### src/rtl/hazard_ctrl_pkg.sv
// Shared types, encodings and helpers for the pipeline hazard controller.
// Holds the forwarding-select encoding and the mult/div default latencies.
package hazard_ctrl_pkg;

  typedef enum logic [1:0] {
    FWD_RF = 2'd0,
    FWD_E  = 2'd1,
    FWD_M  = 2'd2,
    FWD_W  = 2'd3
  } fwd_sel_e;

  localparam logic [1:0] TUSE_NONE       = 2'd3;
  localparam int         MULT_CYCLES_DEF = 5;
  localparam int         DIV_CYCLES_DEF  = 10;

  // Register 0 is hardwired, so it never names a real producer or consumer.
  function automatic logic reg_hit(logic [4:0] src, logic [4:0] dst);
    return (src != 5'd0) && (src == dst);
  endfunction

  // A consumer must wait if the producer's result arrives after it is needed.
  function automatic logic too_late(logic [4:0] src, logic [1:0] tuse,
                                    logic [4:0] dst, logic [1:0] tnew);
    return (tuse != TUSE_NONE) && reg_hit(src, dst) && (tnew > tuse);
  endfunction

endpackage

### src/rtl/hazard_ctrl_if.sv
// Bundle between the pipeline datapath (master) and the hazard controller (slave).
// Carries decoded register usage per stage and the returned stall/forward controls.
interface hazard_ctrl_if;
  import hazard_ctrl_pkg::*;

  logic [4:0] rs_d;
  logic [4:0] rt_d;
  logic [1:0] tuse_rs_d;
  logic [1:0] tuse_rt_d;
  logic [4:0] rs_e;
  logic [4:0] rt_e;
  logic [4:0] wa_e;
  logic [1:0] tnew_e;
  logic [4:0] wa_m;
  logic [1:0] tnew_m;
  logic [4:0] wa_w;
  logic       md_use_d;
  logic       md_start_e;
  logic       md_div_e;

  logic       stall_d;
  logic       flush_e;
  fwd_sel_e   fwd_rs_d;
  fwd_sel_e   fwd_rt_d;
  fwd_sel_e   fwd_rs_e;
  fwd_sel_e   fwd_rt_e;
  logic       md_busy;

  modport master (
    output rs_d, rt_d, tuse_rs_d, tuse_rt_d, rs_e, rt_e,
           wa_e, tnew_e, wa_m, tnew_m, wa_w,
           md_use_d, md_start_e, md_div_e,
    input  stall_d, flush_e, fwd_rs_d, fwd_rt_d, fwd_rs_e, fwd_rt_e, md_busy
  );

  modport slave (
    input  rs_d, rt_d, tuse_rs_d, tuse_rt_d, rs_e, rt_e,
           wa_e, tnew_e, wa_m, tnew_m, wa_w,
           md_use_d, md_start_e, md_div_e,
    output stall_d, flush_e, fwd_rs_d, fwd_rt_d, fwd_rs_e, fwd_rt_e, md_busy
  );

endinterface

### src/rtl/hazard_ctrl_md_busy_cnt.sv
// Busy-cycle counter of the multi-cycle mult/div unit.
// A start (re)loads the operation latency; otherwise it counts down to zero.
module md_busy_cnt
  import hazard_ctrl_pkg::*;
#(
  parameter int MULT_CYCLES = MULT_CYCLES_DEF,
  parameter int DIV_CYCLES  = DIV_CYCLES_DEF
) (
  input  logic clk,
  input  logic clr,
  input  logic start_i,
  input  logic div_i,
  output logic busy_o
);

  logic [3:0] cnt_q;
  logic [3:0] cnt_d;

  // NOTE: cnt_d takes its hold value first so every path assigns it and no latch is inferred.
  always_comb begin
    cnt_d = cnt_q;
    if (start_i) begin
      cnt_d = div_i ? 4'(DIV_CYCLES) : 4'(MULT_CYCLES);
    end else if (cnt_q != 4'd0) begin
      cnt_d = cnt_q - 4'd1;
    end
  end

  // NOTE: state updates use <= so every flop samples pre-edge values regardless of block order.
  always_ff @(posedge clk) begin
    if (!clr) begin
      cnt_q <= 4'd0;
    end else begin
      cnt_q <= cnt_d;
    end
  end

  assign busy_o = (cnt_q != 4'd0);

endmodule

### src/rtl/hazard_ctrl.sv
// Stall/flush and forwarding-select generation for the 5-stage pipeline.
// Combinational on the stage inputs plus the registered mult/div busy state.
module hazard_ctrl
  import hazard_ctrl_pkg::*;
#(
  parameter int MULT_CYCLES = MULT_CYCLES_DEF,
  parameter int DIV_CYCLES  = DIV_CYCLES_DEF
) (
  input  logic          clk,
  input  logic          clr,
  hazard_ctrl_if.slave  bus
);

  logic md_busy;
  logic data_stall;
  logic md_stall;
  logic stall;

  md_busy_cnt #(
    .MULT_CYCLES (MULT_CYCLES),
    .DIV_CYCLES  (DIV_CYCLES)
  ) u_md_busy_cnt (
    .clk     (clk),
    .clr     (clr),
    .start_i (bus.md_start_e),
    .div_i   (bus.md_div_e),
    .busy_o  (md_busy)
  );

  // D needs a result: E beats M beats W, and only results already available count.
  function automatic fwd_sel_e fwd_from_d(logic [4:0] s,
                                          logic [4:0] wa_e, logic [1:0] tnew_e,
                                          logic [4:0] wa_m, logic [1:0] tnew_m,
                                          logic [4:0] wa_w);
    if (reg_hit(s, wa_e) && (tnew_e == 2'd0))      return FWD_E;
    else if (reg_hit(s, wa_m) && (tnew_m == 2'd0)) return FWD_M;
    else if (reg_hit(s, wa_w))                     return FWD_W;
    else                                           return FWD_RF;
  endfunction

  function automatic fwd_sel_e fwd_from_e(logic [4:0] s,
                                          logic [4:0] wa_m, logic [1:0] tnew_m,
                                          logic [4:0] wa_w);
    if (reg_hit(s, wa_m) && (tnew_m == 2'd0)) return FWD_M;
    else if (reg_hit(s, wa_w))                return FWD_W;
    else                                      return FWD_RF;
  endfunction

  always_comb begin
    data_stall = too_late(bus.rs_d, bus.tuse_rs_d, bus.wa_e, bus.tnew_e)
               | too_late(bus.rs_d, bus.tuse_rs_d, bus.wa_m, bus.tnew_m)
               | too_late(bus.rt_d, bus.tuse_rt_d, bus.wa_e, bus.tnew_e)
               | too_late(bus.rt_d, bus.tuse_rt_d, bus.wa_m, bus.tnew_m);
    md_stall   = bus.md_use_d && (md_busy || bus.md_start_e);
    stall      = data_stall || md_stall;
  end

  assign bus.stall_d  = stall;
  assign bus.flush_e  = stall;
  assign bus.md_busy  = md_busy;

  assign bus.fwd_rs_d = fwd_from_d(bus.rs_d, bus.wa_e, bus.tnew_e, bus.wa_m, bus.tnew_m, bus.wa_w);
  assign bus.fwd_rt_d = fwd_from_d(bus.rt_d, bus.wa_e, bus.tnew_e, bus.wa_m, bus.tnew_m, bus.wa_w);
  assign bus.fwd_rs_e = fwd_from_e(bus.rs_e, bus.wa_m, bus.tnew_m, bus.wa_w);
  assign bus.fwd_rt_e = fwd_from_e(bus.rt_e, bus.wa_m, bus.tnew_m, bus.wa_w);

endmodule

### src/flat_wrapper.sv
// flat-port wrapper written by rule: the top's interface ports become plain ports
module hazard_ctrl_flat import hazard_ctrl_pkg::*;
#(
  parameter int MULT_CYCLES = MULT_CYCLES_DEF,
  parameter int DIV_CYCLES  = DIV_CYCLES_DEF
)
  (clk, clr, bus_rs_d, bus_rt_d, bus_tuse_rs_d, bus_tuse_rt_d, bus_rs_e, bus_rt_e, bus_wa_e, bus_tnew_e, bus_wa_m, bus_tnew_m, bus_wa_w, bus_md_use_d, bus_md_start_e, bus_md_div_e, bus_stall_d, bus_flush_e, bus_fwd_rs_d, bus_fwd_rt_d, bus_fwd_rs_e, bus_fwd_rt_e, bus_md_busy);
  hazard_ctrl_if bus_i ();
  input  logic clk;
  input  logic clr;
  input wire logic [$bits(bus_i.rs_d)-1:0] bus_rs_d;
  input wire logic [$bits(bus_i.rt_d)-1:0] bus_rt_d;
  input wire logic [$bits(bus_i.tuse_rs_d)-1:0] bus_tuse_rs_d;
  input wire logic [$bits(bus_i.tuse_rt_d)-1:0] bus_tuse_rt_d;
  input wire logic [$bits(bus_i.rs_e)-1:0] bus_rs_e;
  input wire logic [$bits(bus_i.rt_e)-1:0] bus_rt_e;
  input wire logic [$bits(bus_i.wa_e)-1:0] bus_wa_e;
  input wire logic [$bits(bus_i.tnew_e)-1:0] bus_tnew_e;
  input wire logic [$bits(bus_i.wa_m)-1:0] bus_wa_m;
  input wire logic [$bits(bus_i.tnew_m)-1:0] bus_tnew_m;
  input wire logic [$bits(bus_i.wa_w)-1:0] bus_wa_w;
  input wire logic [$bits(bus_i.md_use_d)-1:0] bus_md_use_d;
  input wire logic [$bits(bus_i.md_start_e)-1:0] bus_md_start_e;
  input wire logic [$bits(bus_i.md_div_e)-1:0] bus_md_div_e;
  output wire logic [$bits(bus_i.stall_d)-1:0] bus_stall_d;
  output wire logic [$bits(bus_i.flush_e)-1:0] bus_flush_e;
  output wire logic [$bits(bus_i.fwd_rs_d)-1:0] bus_fwd_rs_d;
  output wire logic [$bits(bus_i.fwd_rt_d)-1:0] bus_fwd_rt_d;
  output wire logic [$bits(bus_i.fwd_rs_e)-1:0] bus_fwd_rs_e;
  output wire logic [$bits(bus_i.fwd_rt_e)-1:0] bus_fwd_rt_e;
  output wire logic [$bits(bus_i.md_busy)-1:0] bus_md_busy;
  assign bus_i.rs_d = bus_rs_d;
  assign bus_i.rt_d = bus_rt_d;
  assign bus_i.tuse_rs_d = bus_tuse_rs_d;
  assign bus_i.tuse_rt_d = bus_tuse_rt_d;
  assign bus_i.rs_e = bus_rs_e;
  assign bus_i.rt_e = bus_rt_e;
  assign bus_i.wa_e = bus_wa_e;
  assign bus_i.tnew_e = bus_tnew_e;
  assign bus_i.wa_m = bus_wa_m;
  assign bus_i.tnew_m = bus_tnew_m;
  assign bus_i.wa_w = bus_wa_w;
  assign bus_i.md_use_d = bus_md_use_d;
  assign bus_i.md_start_e = bus_md_start_e;
  assign bus_i.md_div_e = bus_md_div_e;
  assign bus_stall_d = bus_i.stall_d;
  assign bus_flush_e = bus_i.flush_e;
  assign bus_fwd_rs_d = bus_i.fwd_rs_d;
  assign bus_fwd_rt_d = bus_i.fwd_rt_d;
  assign bus_fwd_rs_e = bus_i.fwd_rs_e;
  assign bus_fwd_rt_e = bus_i.fwd_rt_e;
  assign bus_md_busy = bus_i.md_busy;
  hazard_ctrl #(.MULT_CYCLES(MULT_CYCLES), .DIV_CYCLES(DIV_CYCLES)) u_core (.clk(clk), .clr(clr), .bus(bus_i));
endmodule
### config.mk
export PLATFORM = sky130hd
export DESIGN_NAME = hazard_ctrl_flat
export DESIGN_NICKNAME = d
export VERILOG_FILES = /design/src/rtl/hazard_ctrl_pkg.sv /design/src/rtl/hazard_ctrl_if.sv /design/src/rtl/hazard_ctrl_md_busy_cnt.sv /design/src/rtl/hazard_ctrl.sv /design/src/flat_wrapper.sv
export SDC_FILE = /design/constraint.sdc
export NUM_CORES = 1
export LEC_CHECK = 0
export CORE_AREA = 2 2 71 46
export CTS_BUF_LIST = sky130_fd_sc_hd__clkbuf_8
export CTS_CLUSTER_DIAMETER = 30
export DETAILED_ROUTE_END_ITERATION = 7
export DIE_AREA = 0 0 73 48
export PLACE_DENSITY_LB_ADDON = 0.08
export SKIP_LAST_GASP = 1
export SLEW_MARGIN = 5
export SYNTH_ARGS = -nofsm -noshare
export SYNTH_HDL_FRONTEND = slang
export SYNTH_HIERARCHICAL = 1
export SYNTH_SLANG_ARGS = --single-unit
### constraint.sdc
create_clock -name clk -period 3.3 [get_ports clk]
set_input_delay 0.66 -clock clk [delete_from_list [all_inputs] [get_ports clk]]
set_output_delay 0.66 -clock clk [all_outputs]
set_load 0.01 [all_outputs]
After elaboration in Yosys (flattened, before gate mapping)
Cells that the tools add are included.
{"block": "totals", "register_bits": 4, "inputBits": 48, "output_inout_bits": 11, "wordCells": 69}
{"block": "op_classes", "addsub": 1, "n_lt_le_gt_ge": 4, "eq_ne": 12, "mux": 13, "n_bitwise": 3, "reduce_logical": 35}
{"op": "$eq 5x5->1", "n": 10}
{"op": "$logic_and 1x1->1", "n": 25}
{"op": "$mux 2", "n": 10}
{"op": "$reduce_bool 5->1", "n": 4}
{"op": "$mux 4", "n": 3}
{"op": "$gt 2x2->1", "n": 4}
{"op": "$logic_not 2->1", "n": 2}
{"op": "$ne 2x2->1 const B", "n": 2}
{"op": "$reduce_bool 4->1", "n": 1}
{"op": "$sub 4x1->4 const B", "n": 1}
{"op": "$or 1x1->1", "n": 3}
{"op": "$logic_or 1x1->1", "n": 2}
{"op": "$reduce_bool 2->1", "n": 1}

Logic depth before layout (Yosys ltp)
{"block": "depth", "depth_word": 8, "mapped_depth": 8, "depth_no_buf": 7}

By module
The synthesis kept the hierarchy.
{"module": "hazard_ctrl", "n_inst": 1, "cells_each": 130, "area_each_um2": 967.2, "seq_area_each_um2": 0.0}
{"module": "md_busy_cnt", "n_inst": 1, "cells_each": 31, "area_each_um2": 250.2, "seq_area_each_um2": 80.1}

Least setup slack after synthesis
OpenSTA, ideal clock, no wires.
{"block": "synth_timing", "path_type": "in2out", "from": "input port bus_wa_m[2]", "to": "output port bus_stall_d", "arrival_time_ns": 1.940, "slack_ns": 0.700, "path_stages": 7, "path_buffers": 2, "path_cell_list": "buf_6 xnor2_1 o211ai_2 nor4_2 a22oi_2 o221ai_2 buf_4"}
{"block": "synth_between", "elab_chain_cells": 8}
{"element": "from (decl)", "line": "flat_wrapper.sv:19", "rtl": "input wire logic [$bits(bus_i.wa_m)-1:0] bus_wa_m;"}
{"element": "$eq 5x5->1", "line": "hazard_ctrl_pkg.sv:18", "rtl": "return (src != 5'd0) && (src == dst);"}
{"element": "$logic_and 1x1->1", "line": "hazard_ctrl_pkg.sv:18"}
{"element": "$logic_and 1x1->1 (2 in series)", "line": "hazard_ctrl_pkg.sv:24", "rtl": "return (tuse != TUSE_NONE) && reg_hit(src, dst) && (tnew > tuse);"}
{"element": "$or 1x1->1", "line": "hazard_ctrl.sv:51", "rtl": "| too_late(bus.rs_d, bus.tuse_rs_d, bus.wa_m, bus.tnew_m)"}
{"element": "$or 1x1->1", "line": "hazard_ctrl.sv:52", "rtl": "| too_late(bus.rt_d, bus.tuse_rt_d, bus.wa_e, bus.tnew_e)"}
{"element": "$or 1x1->1 (*)", "line": "hazard_ctrl.sv:53", "rtl": "| too_late(bus.rt_d, bus.tuse_rt_d, bus.wa_m, bus.tnew_m);"}
{"element": "$logic_or 1x1->1 (*)", "line": "hazard_ctrl.sv:55", "rtl": "stall = data_stall || md_stall;"}
{"element": "to (decl)", "line": "flat_wrapper.sv:25", "rtl": "output wire logic [$bits(bus_i.stall_d)-1:0] bus_stall_d;"}
Mark *: on every way between the ends. The rest lies on a longest branch, timed or not.

Worst setup path in the final report
{"block": "layout_timing", "from": "input port bus_rs_d[1]", "to": "output port bus_flush_e"}
{"block": "layout_between", "elab_chain_cells": 8}
{"element": "from (decl)", "line": "flat_wrapper.sv:11", "rtl": "input wire logic [$bits(bus_i.rs_d)-1:0] bus_rs_d;"}
{"element": "$eq 5x5->1 or $reduce_bool 5->1 (tied branches)", "line": "hazard_ctrl_pkg.sv:18"}
{"element": "$logic_and 1x1->1", "line": "hazard_ctrl_pkg.sv:18"}
{"element": "$logic_and 1x1->1 (2 in series)", "line": "hazard_ctrl_pkg.sv:24"}
{"element": "$or 1x1->1 (*)", "line": "hazard_ctrl.sv:51"}
{"element": "$or 1x1->1 (*)", "line": "hazard_ctrl.sv:52"}
{"element": "$or 1x1->1 (*)", "line": "hazard_ctrl.sv:53"}
{"element": "$logic_or 1x1->1 (*)", "line": "hazard_ctrl.sv:55"}
{"element": "to (decl)", "line": "flat_wrapper.sv:26", "rtl": "output wire logic [$bits(bus_i.flush_e)-1:0] bus_flush_e;"}
Marked as above.

==> reports/metrics.yaml <==
drt:
  drt_wl_total_um: 4140
  drtIter0Drc: 56
  dr.pass1.iters: 4
  ant_nets: 0
  via_per_inst: 5.24
  remaining_drc_errors: 0
  post_drt_wl_per_cell_um: 14.7
  vias: 1478
clocking:
  cts_tree: "done"
  clock_latency_ns: 0.22
  cts-root-buf: "clkbuf_8"
  clk_pin_slew_ns: 0.03
  cts_max_path_buffers: 2
  htree_levels: 1
  numCtsBuffers: 3
  cts.sinks: 4
logic_synthesis:
  synthCells: 161
  yosysMostFrequentCell: "xor2_1"
  synth.avg_cell_area_um2: 7.56
  yosysTopAreaCell: "xor2_1"
  synth.top_cell.area_share: 0.173
  synth-seq-cells: 4
  synth_seq_area_share: 0.0658
  synth_common_cells: "xor2_1, xnor2_1, inv_1"
  synth.distinct_cells: 39
  synth_fp_nets: 219
  synthFlopType: "dfxtp_1"
  synth_area_leaders: "xor2_1, xnor2_1, ha_1, dfxtp_1, inv_1"
  synthArstFlopShare: 0
  mappedNetlistArea_um2: 1220
  synth-edff-count: 0
  yosysWarningCount: 6
sta:
  fmax_mhz: 294
  relSlewSlack: 0.731
  hold_viol_final: 0
  setup_slack_ns: -0.0961
  fin_crit_ns: 3.40
  min_period_over_period: 1.03
  setup_viol: 2
  maxSlewViolCount: 0
  worstMarginPinSlew_ns: 0.402
  rsz0062_at_grt: "true"
  whs_ns: 0.562
  worst_clock_skew_ns: 0.00494
layout:
  reg_top3: "u_core/u_md_busy_cnt/cnt_q x4"
  num_antenna_cells: 0
  fin_area_um2: 2180
  stdcell_count: 282
  drive_gt1_frac: 0.230
  syn_to_final_growth_pct: 79.2
  nets: 308
  largest-register: "u_core/u_md_busy_cnt/cnt_q"
  largest_reg_flops: 4
power_and_ir_drop:
  power_density_nw_per_um2: 209
  vdd_drop_max_mv: 0.301
  p_total_uw: 457
  p_leak_uw: 0.00102
placed_design:
  gp_congestion: 1.01
  hpwl_um: 3350
  place_area_um2: 2020
  dp.cells: 277
  dp_slack_ns: -0.154
  port_buffers: 58
global_routing:
  grt_pass1_wl_um: 6220
  grt_pass1_vias: 1364
  grt_overflow: 0
  grt_antenna_before_repair: 0
  grt_max_degree: 11
  grt_use_total: 0.235
setup_path:
  worstSetupEndpointType: "primary output"
  start_kind: "input pin"
  startpoint: "bus_rs_d[1]"
  arrival_ns: 2.74
  cp_max_fo: 3
  r2r-start: "u_core/u_md_busy_cnt/cnt_q[0]"
  required_ns: 2.64
  critical_path_class: "input pin to primary output"
floorplan:
  fp.dieW_um: 73
  coreArea_um2: 2800
  ios: 59
  std_cell_rows: 15
  die_area_um2: 3500
  fp.dieH_um: 48
  start_util: 0.435
status:
  violations: "setup timing"
  status: "complete, but fails checks"
job:
  cap_violations: 0
hold_path:
  hp-class: "register to register"
  min_from: "u_core/u_md_busy_cnt/cnt_q[1]"
cell usage in the layout (no fill, tap or decap), drive strengths merged, types with 2 or more instances in the layout:
master and n:
nor3 7, xnor2 23, clkbuf 3, nand3 10
o21ai 2, dfxtp 4, nor2b 3, nor2 10
inv 15, o211ai 3, nand4b 3, clkdlybuf4s50 44
or2 2, nor4 5, nand2 8, a21oi 10
dlymetal6s2s 9, a2111oi 2, dlygate4sd2 5, ha 10
or4 3, a22oi 2, o221ai 2, xor2 24
a31oi 2, buf 30
path summary, 6_finish.rpt:
kind	slack [ns]	depth (start not counted)	endpoint
setup reg to reg	2.00	5	u_core/u_md_busy_cnt/cnt_q[3]
hold reg to reg	0.56	2	u_core/u_md_busy_cnt/cnt_q[1]
setup / recovery	-0.1	7	bus_flush_e
hold / removal	0.56	2	u_core/u_md_busy_cnt/cnt_q[1]
stage by stage:
step                TNS [ns]   util
global route          -0.276  0.780
finish                -0.101  0.780
floorplan                  0      -
detailed placement    -0.691  0.723
global placement      -0.471  0.723
CTS                   -0.227  0.744
power by group:
| group | leakage, uW | internal (uW) | switching [uW] |
|---|---|---|---|
| Clock | 0.0000216 | 77.7 | 25.1 |
| Combinational | 0.000968 | 157 | 134 |
| Sequential | 0.0000333 | 55.9 | 7.80 |
critical path, cell delays in order:
cell,delay (ns)
clkdlybuf4s50_1,0.43
or4_4,0.58
o211ai_4,0.20
nor4_4,0.08
a22oi_2,0.17
o221ai_2,0.12
clkdlybuf4s50_1,0.49
cells by family (layout without fill, tap and decap cells):
logic type,count (synthesis),after routing,synth area share
compound gates,27,27,0.168
xor+xnor,47,47,0.338
flops,4,4,0.0658
fa+ha+maj,10,10,0.103
simple gates,54,54,0.257
buf+inv,19,106,0.0689
final cells by class:
| class | count | area [um2] |
|---|---|---|
| inverter | 15 | 56.3 |
| multi-input combinational | 138 | 1140 |
| sequential | 4 | 80.1 |
| clock buffer | 3 | 41.3 |
| fill | 189 | 614 |
| tap | 34 | 42.5 |
| timing repair buffer | 88 | 822 |
layer usage:
metal / routed length [um] / vias up / GRT usage
li1: - / 745 / -
met2: 1860 / 50 / 0.366
met1: 2040 / 679 / 0.345
met5: 0 / - / 0
met3: 215 / 4 / 0.0274
met4: 36 / 0 / 0.0630
what timing repair did:
item                       in CTS  in global routing
pin swaps                       0                  3
setup buffers                   0                  2
resized for setup              11                 20
hold buffers                    0                  0
setup endpoints to repair       9                  9
Note: power is estimated with default switching activity, not from simulation.
